===== src/rtl/dram_block_master.sv =====
// Block-level initiator for a strobed-subblock DRAM port: one full-block read or
// write request becomes one subblock burst and one full-block response.
module dram_block_master #(
    parameter int ADDR_BITS  = 32,
    parameter int BLOCK_BITS = 256,
    parameter int SUBBLOCKS  = 4,
    parameter int SUB_LOG2   = 2,
    parameter int TIMEOUT    = 64
) (
    input  logic                             clk,
    input  logic                             reset,
    input  logic                             req_valid,
    output logic                             req_ready,
    input  logic                             req_we,
    input  logic [ADDR_BITS-1:0]             req_addr,
    input  logic [BLOCK_BITS-1:0]            req_wdata,
    output logic                             resp_valid,
    input  logic                             resp_ready,
    output logic                             resp_we,
    output logic                             resp_err,
    output logic [BLOCK_BITS-1:0]            resp_rdata,
    output logic [ADDR_BITS-1:0]             addrD,
    output logic                             enD,
    output logic                             weD,
    output logic [SUB_LOG2-1:0]              dinDstrobe,
    output logic [BLOCK_BITS/SUBBLOCKS-1:0]  dinD,
    input  logic [SUB_LOG2-1:0]              doutDstrobe,
    input  logic [BLOCK_BITS/SUBBLOCKS-1:0]  doutD,
    input  logic                             dreadyD,
    input  logic                             accR,
    input  logic                             accW,
    output logic [2:0]                       state_dbg
);
    localparam int SUB_W = BLOCK_BITS / SUBBLOCKS;
    localparam int OFF   = $clog2(BLOCK_BITS / 8);
    localparam int CNT_W = $clog2(TIMEOUT + 1);

    // Handshakes: a request transfers on a cycle with req_valid && req_ready;
    // a response transfers on a cycle with resp_valid && resp_ready, and
    // resp_valid with its payload holds until then.
    typedef enum logic [2:0] {
        IDLE     = 3'd0,
        RD_ISSUE = 3'd1,
        RD_WAIT  = 3'd2,
        WR_BURST = 3'd3,
        WR_DRAIN = 3'd4,
        RESP     = 3'd5
    } state_t;

    state_t                  state;
    logic [BLOCK_BITS-1:0]   wbuf;
    logic [SUBBLOCKS-1:0]    rx_mask;
    logic [SUBBLOCKS-1:0]    beat_bit;
    logic [SUBBLOCKS-1:0]    mask_next;
    logic [CNT_W-1:0]        to_cnt;
    logic                    drain_first;
    logic [SUB_LOG2-1:0]     nxt_strobe;
    logic                    unused_addr_bits;

    assign unused_addr_bits = ^req_addr[OFF-1:0];
    assign req_ready        = (state == IDLE);
    assign state_dbg        = state;

    always_comb begin
        beat_bit              = '0;
        beat_bit[doutDstrobe] = 1'b1;
        mask_next             = rx_mask | beat_bit;
        nxt_strobe            = dinDstrobe + {{(SUB_LOG2-1){1'b0}}, 1'b1};
    end

    always_ff @(posedge clk) begin
        if (!reset) begin
            state       <= IDLE;
            addrD       <= '0;
            enD         <= 1'b0;
            weD         <= 1'b0;
            dinDstrobe  <= '0;
            dinD        <= '0;
            resp_valid  <= 1'b0;
            resp_we     <= 1'b0;
            resp_err    <= 1'b0;
            resp_rdata  <= '0;
            wbuf        <= '0;
            rx_mask     <= '0;
            to_cnt      <= '0;
            drain_first <= 1'b0;
        end else begin
            case (state)
                IDLE: begin
                    if (req_valid) begin
                        addrD      <= {req_addr[ADDR_BITS-1:OFF], {OFF{1'b0}}};
                        resp_we    <= req_we;
                        resp_err   <= 1'b0;
                        resp_rdata <= '0;
                        wbuf       <= req_we ? req_wdata : '0;
                        rx_mask    <= '0;
                        to_cnt     <= '0;
                        state      <= req_we ? WR_BURST : RD_ISSUE;
                    end
                end
                RD_ISSUE: begin
                    if (accR && accW) begin
                        enD   <= 1'b1;
                        state <= RD_WAIT;
                    end
                end
                RD_WAIT: begin
                    enD <= 1'b0;
                    if (dreadyD) begin
                        resp_rdata[doutDstrobe*SUB_W +: SUB_W] <= doutD;
                        rx_mask <= mask_next;
                        to_cnt  <= '0;
                        if (&mask_next) begin
                            resp_valid <= 1'b1;
                            state      <= RESP;
                        end
                    end else if (to_cnt == CNT_W'(TIMEOUT - 1)) begin
                        // Partial data is discarded so an errored block reads as zero.
                        resp_err   <= 1'b1;
                        resp_rdata <= '0;
                        resp_valid <= 1'b1;
                        state      <= RESP;
                    end else begin
                        to_cnt <= to_cnt + {{(CNT_W-1){1'b0}}, 1'b1};
                    end
                end
                WR_BURST: begin
                    if (weD) begin
                        if (dinDstrobe == SUB_LOG2'(SUBBLOCKS - 1)) begin
                            weD         <= 1'b0;
                            dinDstrobe  <= '0;
                            dinD        <= '0;
                            drain_first <= 1'b1;
                            state       <= WR_DRAIN;
                        end else begin
                            dinDstrobe <= nxt_strobe;
                            dinD       <= wbuf[nxt_strobe*SUB_W +: SUB_W];
                        end
                    end else if (accW && accR) begin
                        weD        <= 1'b1;
                        dinDstrobe <= '0;
                        dinD       <= wbuf[SUB_W-1:0];
                    end
                end
                WR_DRAIN: begin
                    // accW may still show the pre-burst level on the first cycle.
                    if (drain_first) begin
                        drain_first <= 1'b0;
                    end else if (accW) begin
                        resp_valid <= 1'b1;
                        state      <= RESP;
                    end
                end
                RESP: begin
                    if (resp_ready) begin
                        resp_valid <= 1'b0;
                        state      <= IDLE;
                    end
                end
                default: state <= IDLE;
            endcase
        end
    end
endmodule

===== config.mk =====
export PLATFORM = sky130hd
export DESIGN_NAME = dram_block_master
export DESIGN_NICKNAME = d
export VERILOG_FILES = /design/src/rtl/dram_block_master.sv
export SDC_FILE = /design/constraint.sdc
export NUM_CORES = 1
export LEC_CHECK = 0
export BUFFER_PORTS_ARGS = -buffer_cell sky130_fd_sc_hd__buf_2
export CAP_MARGIN = 0
export CELL_PAD_IN_SITES_DETAIL_PLACEMENT = 0
export CELL_PAD_IN_SITES_GLOBAL_PLACEMENT = 2
export CORE_MARGIN = 2
export CORE_UTILIZATION = 31
export CTS_BUF_LIST = sky130_fd_sc_hd__clkbuf_8 sky130_fd_sc_hd__clkbuf_16
export DETAILED_ROUTE_END_ITERATION = 12
export GPL_TIMING_DRIVEN = 0
export HOLD_SLACK_MARGIN = 0.06
export MAX_ROUTING_LAYER = met4
export PLACE_DENSITY = 0.88
export RECOVER_POWER = 50
export SLEW_MARGIN = 20
export SYNTH_ARGS = -nofsm -noshare
export SYNTH_HDL_FRONTEND = slang
export SYNTH_SLANG_ARGS = --single-unit

===== constraint.sdc =====
create_clock -name clk -period 2.8 [get_ports clk]
set_input_delay 0.56 -clock clk [delete_from_list [all_inputs] [get_ports clk]]
set_output_delay 0.56 -clock clk [all_outputs]
set_load 0.05 [all_outputs]

==> impl_metrics.csv <==
group,metric,value,unit
floorplanning,die_h,281,um
synth,synth.most_common_cell,"dfxtp_1",
routing,remaining_drc_errors,0,
synth,synth-seq-cells,625,
global_routing,grt_pass1_wl,146000,um
final_layout,register_area,12500,sq um
clock_network,cts_tree,"built",
routing,drt_iter0_markers,1462,
global_routing,grt_start_max_net_pins,14,
clock_network,cts_hold_buf,0,
placement,place_ws,-0.437,ns
final_layout,finalNetCount,3616,
clock_network,cts.clk_slew.worst_paths,0.06,ns
critical_path,crit_path_start,"dinDstrobe[0]",
critical_path,reg2reg_depth,6,
routing,routed_wl,103000,um
synth,syn_area,23700,sq um
synth,synthArstFlopShare,0,
final_layout,areaGrowthSynthToFinish,28.6,%
critical_path,r2r-start,"dinDstrobe[0]",
worst_hold_path,min_path_type,"input port to register",
critical_path,cp-endpoint,"dinD[33]",
timing,fin_worst_hold_slack,0.189,ns
placement,dp.cells,4150,
critical_path,worst_setup_path_end_kind,"register",
floorplanning,start_util,0.313,
timing,setup_slack,0.119,ns
clock_network,htreeDepth,3,
floorplanning,rows,101,
synth,avgSynthCellArea,9.66,sq um
floorplanning,fp.dieArea,78700,sq um
critical_path,required,3.28,ns
global_routing,grt_usage,0.259,
placement,dpl.hpwl,80100,um
placement,place_congestion,0.897,
global_routing,grt_pass1_vias,22000,
timing,setup_viol,0,
floorplanning,die_w,281,um
synth,synth_area_leader_cell,"dfxtp_1",
floorplanning,pin_count,725,
synth,synth-main-ff-cell,"dfxtp_1",
routing,dr.pass1.iters,6,
critical_path,rrSetupSlack,0.12,ns
synth,yosysUniqueCellTypes,52,
final_layout,fill_cells,7969,
clock_network,numCtsBuffers,71,
final_layout,drive_gt1_frac,0.184,
synth,seq_area_frac_synth,0.528,
critical_path,start_kind,"register",
timing,fmax,0.373,GHz
routing,viasPerCell,5.22,
clock_network,clk_path_buf_depth,3,
routing,wl_per_cell,23.9,um
critical_path,crit_slowest_cell,"mux4_2",
clock_network,cts_root_buffer,"clkbuf_16",
critical_path,crit_fanout,10,
critical_path,max_stage_delay,0.53,ns
power,leakage,0.0108,uW
synth,synth_top_area_frac,0.528,
critical_path,cp.arrival,3.16,ns
global_routing,antenna_found_initial,33,
routing,num_vias,22500,
clock_network,insertion_delay,0.62,ns
synth,synth_common_cells,"dfxtp_1 (625), nand2_1 (409), a21oi_1 (364), nand3_1 (265), clkbuf_1 (181)",
global_routing,overflow,0,
synth,synth_edf_count,0,
final_layout,multi_input_area,10000,sq um
timing,maxSlewViolCount,0,
placement,port_buffers,713,
job,cap_violations,0,
power,pwr_density_cell,797,nW/um^2
synth,synth_area_leaders,"dfxtp_1 (53%), a21oi_1 (7.7%), nand2_1 (6.5%)",
timing,finalCritPeriodShare,0.958,
clock_network,clock_sinks,625,
synth,ys_warn_count,0,
timing,worst_pin_slew,1.26,ns
timing,worst_slew_margin_rel,0.163,
timing,finalHoldViolCount,0,
timing,finalCriticalPeriod,2.68,ns
run_status,outcome,"finished, final reports clean",
critical_path,crit_type,"register to register",
worst_hold_path,min_from,"req_addr[23]",
floorplanning,core,75800,sq um
routing,ant_nets,0,
critical_path,cp_cell_sequence,"ha_1 -> buf_2 -> buf_4 -> mux4_2 -> a22oi_1 -> a21oi_1",
power,ir_drop,0.435,mV
critical_path,r2r_end,"dinD[33]",
final_layout,fin_cells,4310,
synth,synthCells,2455,
timing,skew,0.0239,ns
[layer usage]
metal,GRT usage,routed length (um),up-vias
li1,-,-,10600
met1,0.288,39700,10800
met2,0.443,51100,854
met3,0.0633,8120,188
met4,0.106,4220,0
met5,-,0,-
[registers in the layout, summed over array words and instances (netlist names)]
signal / count
to_cnt: 7
weD: 1
resp_rdata: 256
enD: 1
addrD: 27
rx_mask: 4
dinDstrobe: 2
wbuf: 256
resp_err: 1
resp_valid: 1
drain_first: 1
resp_we: 1
dinD: 64
state_dbg: 3
[through the flow]
stage / area, sq um / util / power (uW) / setup TNS, ns
finish: 30500 / 0.402 / 24300 / 0
global route: 30500 / 0.402 / 25300 / -0.00414
CTS: 30900 / 0.407 / 24500 / 0
detailed placement: 28500 / 0.376 / 15200 / -59.36
global placement: 28500 / 0.376 / 15100 / -87.62
floorplan: 23700 / - / 13100 / 0
[cell type report]
class,count,area share
antenna,33,0.00271
buffer,249,0.0379
clock buffer,85,0.0661
clock inverter,41,0.0103
inverter,5,0.000615
multi-input combinational,1580,0.329
sequential,625,0.410
tap,978,0.0401
timing repair buffer,714,0.103
[timing repair]
action,in CTS,in global routing
setup endpoints to repair,128,23
pin swaps,0,1
buffers inserted,0,1
resized for setup,7,8
[critical path, delay by kind of cell, from the launching register on]
family	cells	cell delay, ns
compound gates	2	0.50
fa+ha+maj	1	0.42
buf+inv	2	0.68
flops	1	0.42
mux	1	0.53
[cell usage in the layout, fill, tap and decap left out, drive strengths merged, types with 5 or more instances in the layout]
cell,Yosys,final
a21oi,369,369
a22oi,53,53
a2bb2o,10,10
a32o,65,65
buf,68,409
clkbuf,181,637
clkinv,1,15
conb,1,5
dfxtp,625,625
diode,0,33
ha,8,8
inv,4,23
mux4,64,64
nand2,409,409
nand3,265,265
nand3b,6,6
nor2,10,10
nor3,6,6
o211ai,5,5
o21ai,83,83
o2bb2ai,182,182
[logic make-up after synthesis]
| group | Yosys count | share of synthesized area |
|---|---|---|
| other cells | 1 | 0.000158 |
| compound gates | 780 | 0.223 |
| mux | 68 | 0.0625 |
| buf+inv | 254 | 0.0489 |
| flops | 625 | 0.528 |
| simple gates | 719 | 0.133 |
| fa+ha+maj | 8 | 0.00422 |
[report_power, final]
| group | internal (uW) | total (uW) | switching [uW] |
|---|---|---|---|
| sequential | 9450 | 9800 | 350 |
| combinational | 1270 | 5120 | 3850 |
| clock | 5480 | 9380 | 3900 |
| total | 16200 | 24300 | 8100 |
[worst min-delay path by stage]
| stage | end | slack [ns] | cells after the start |
|---|---|---|---|
| 6_report | addrD[23] | 0.19 | 3 |
| 5_1_grt | addrD[21] | 0.18 | 3 |
| 4_1_cts | addrD[25] | 0.16 | 3 |
| 3_5_place_dp | resp_rdata[110] | 0.44 | 1 |
| 3_3_place_gp | wbuf[123] | 0.44 | 2 |
| 2_1_floorplan | wbuf[255] | 0.43 | 2 |
Power figures use the tool's default switching activity.
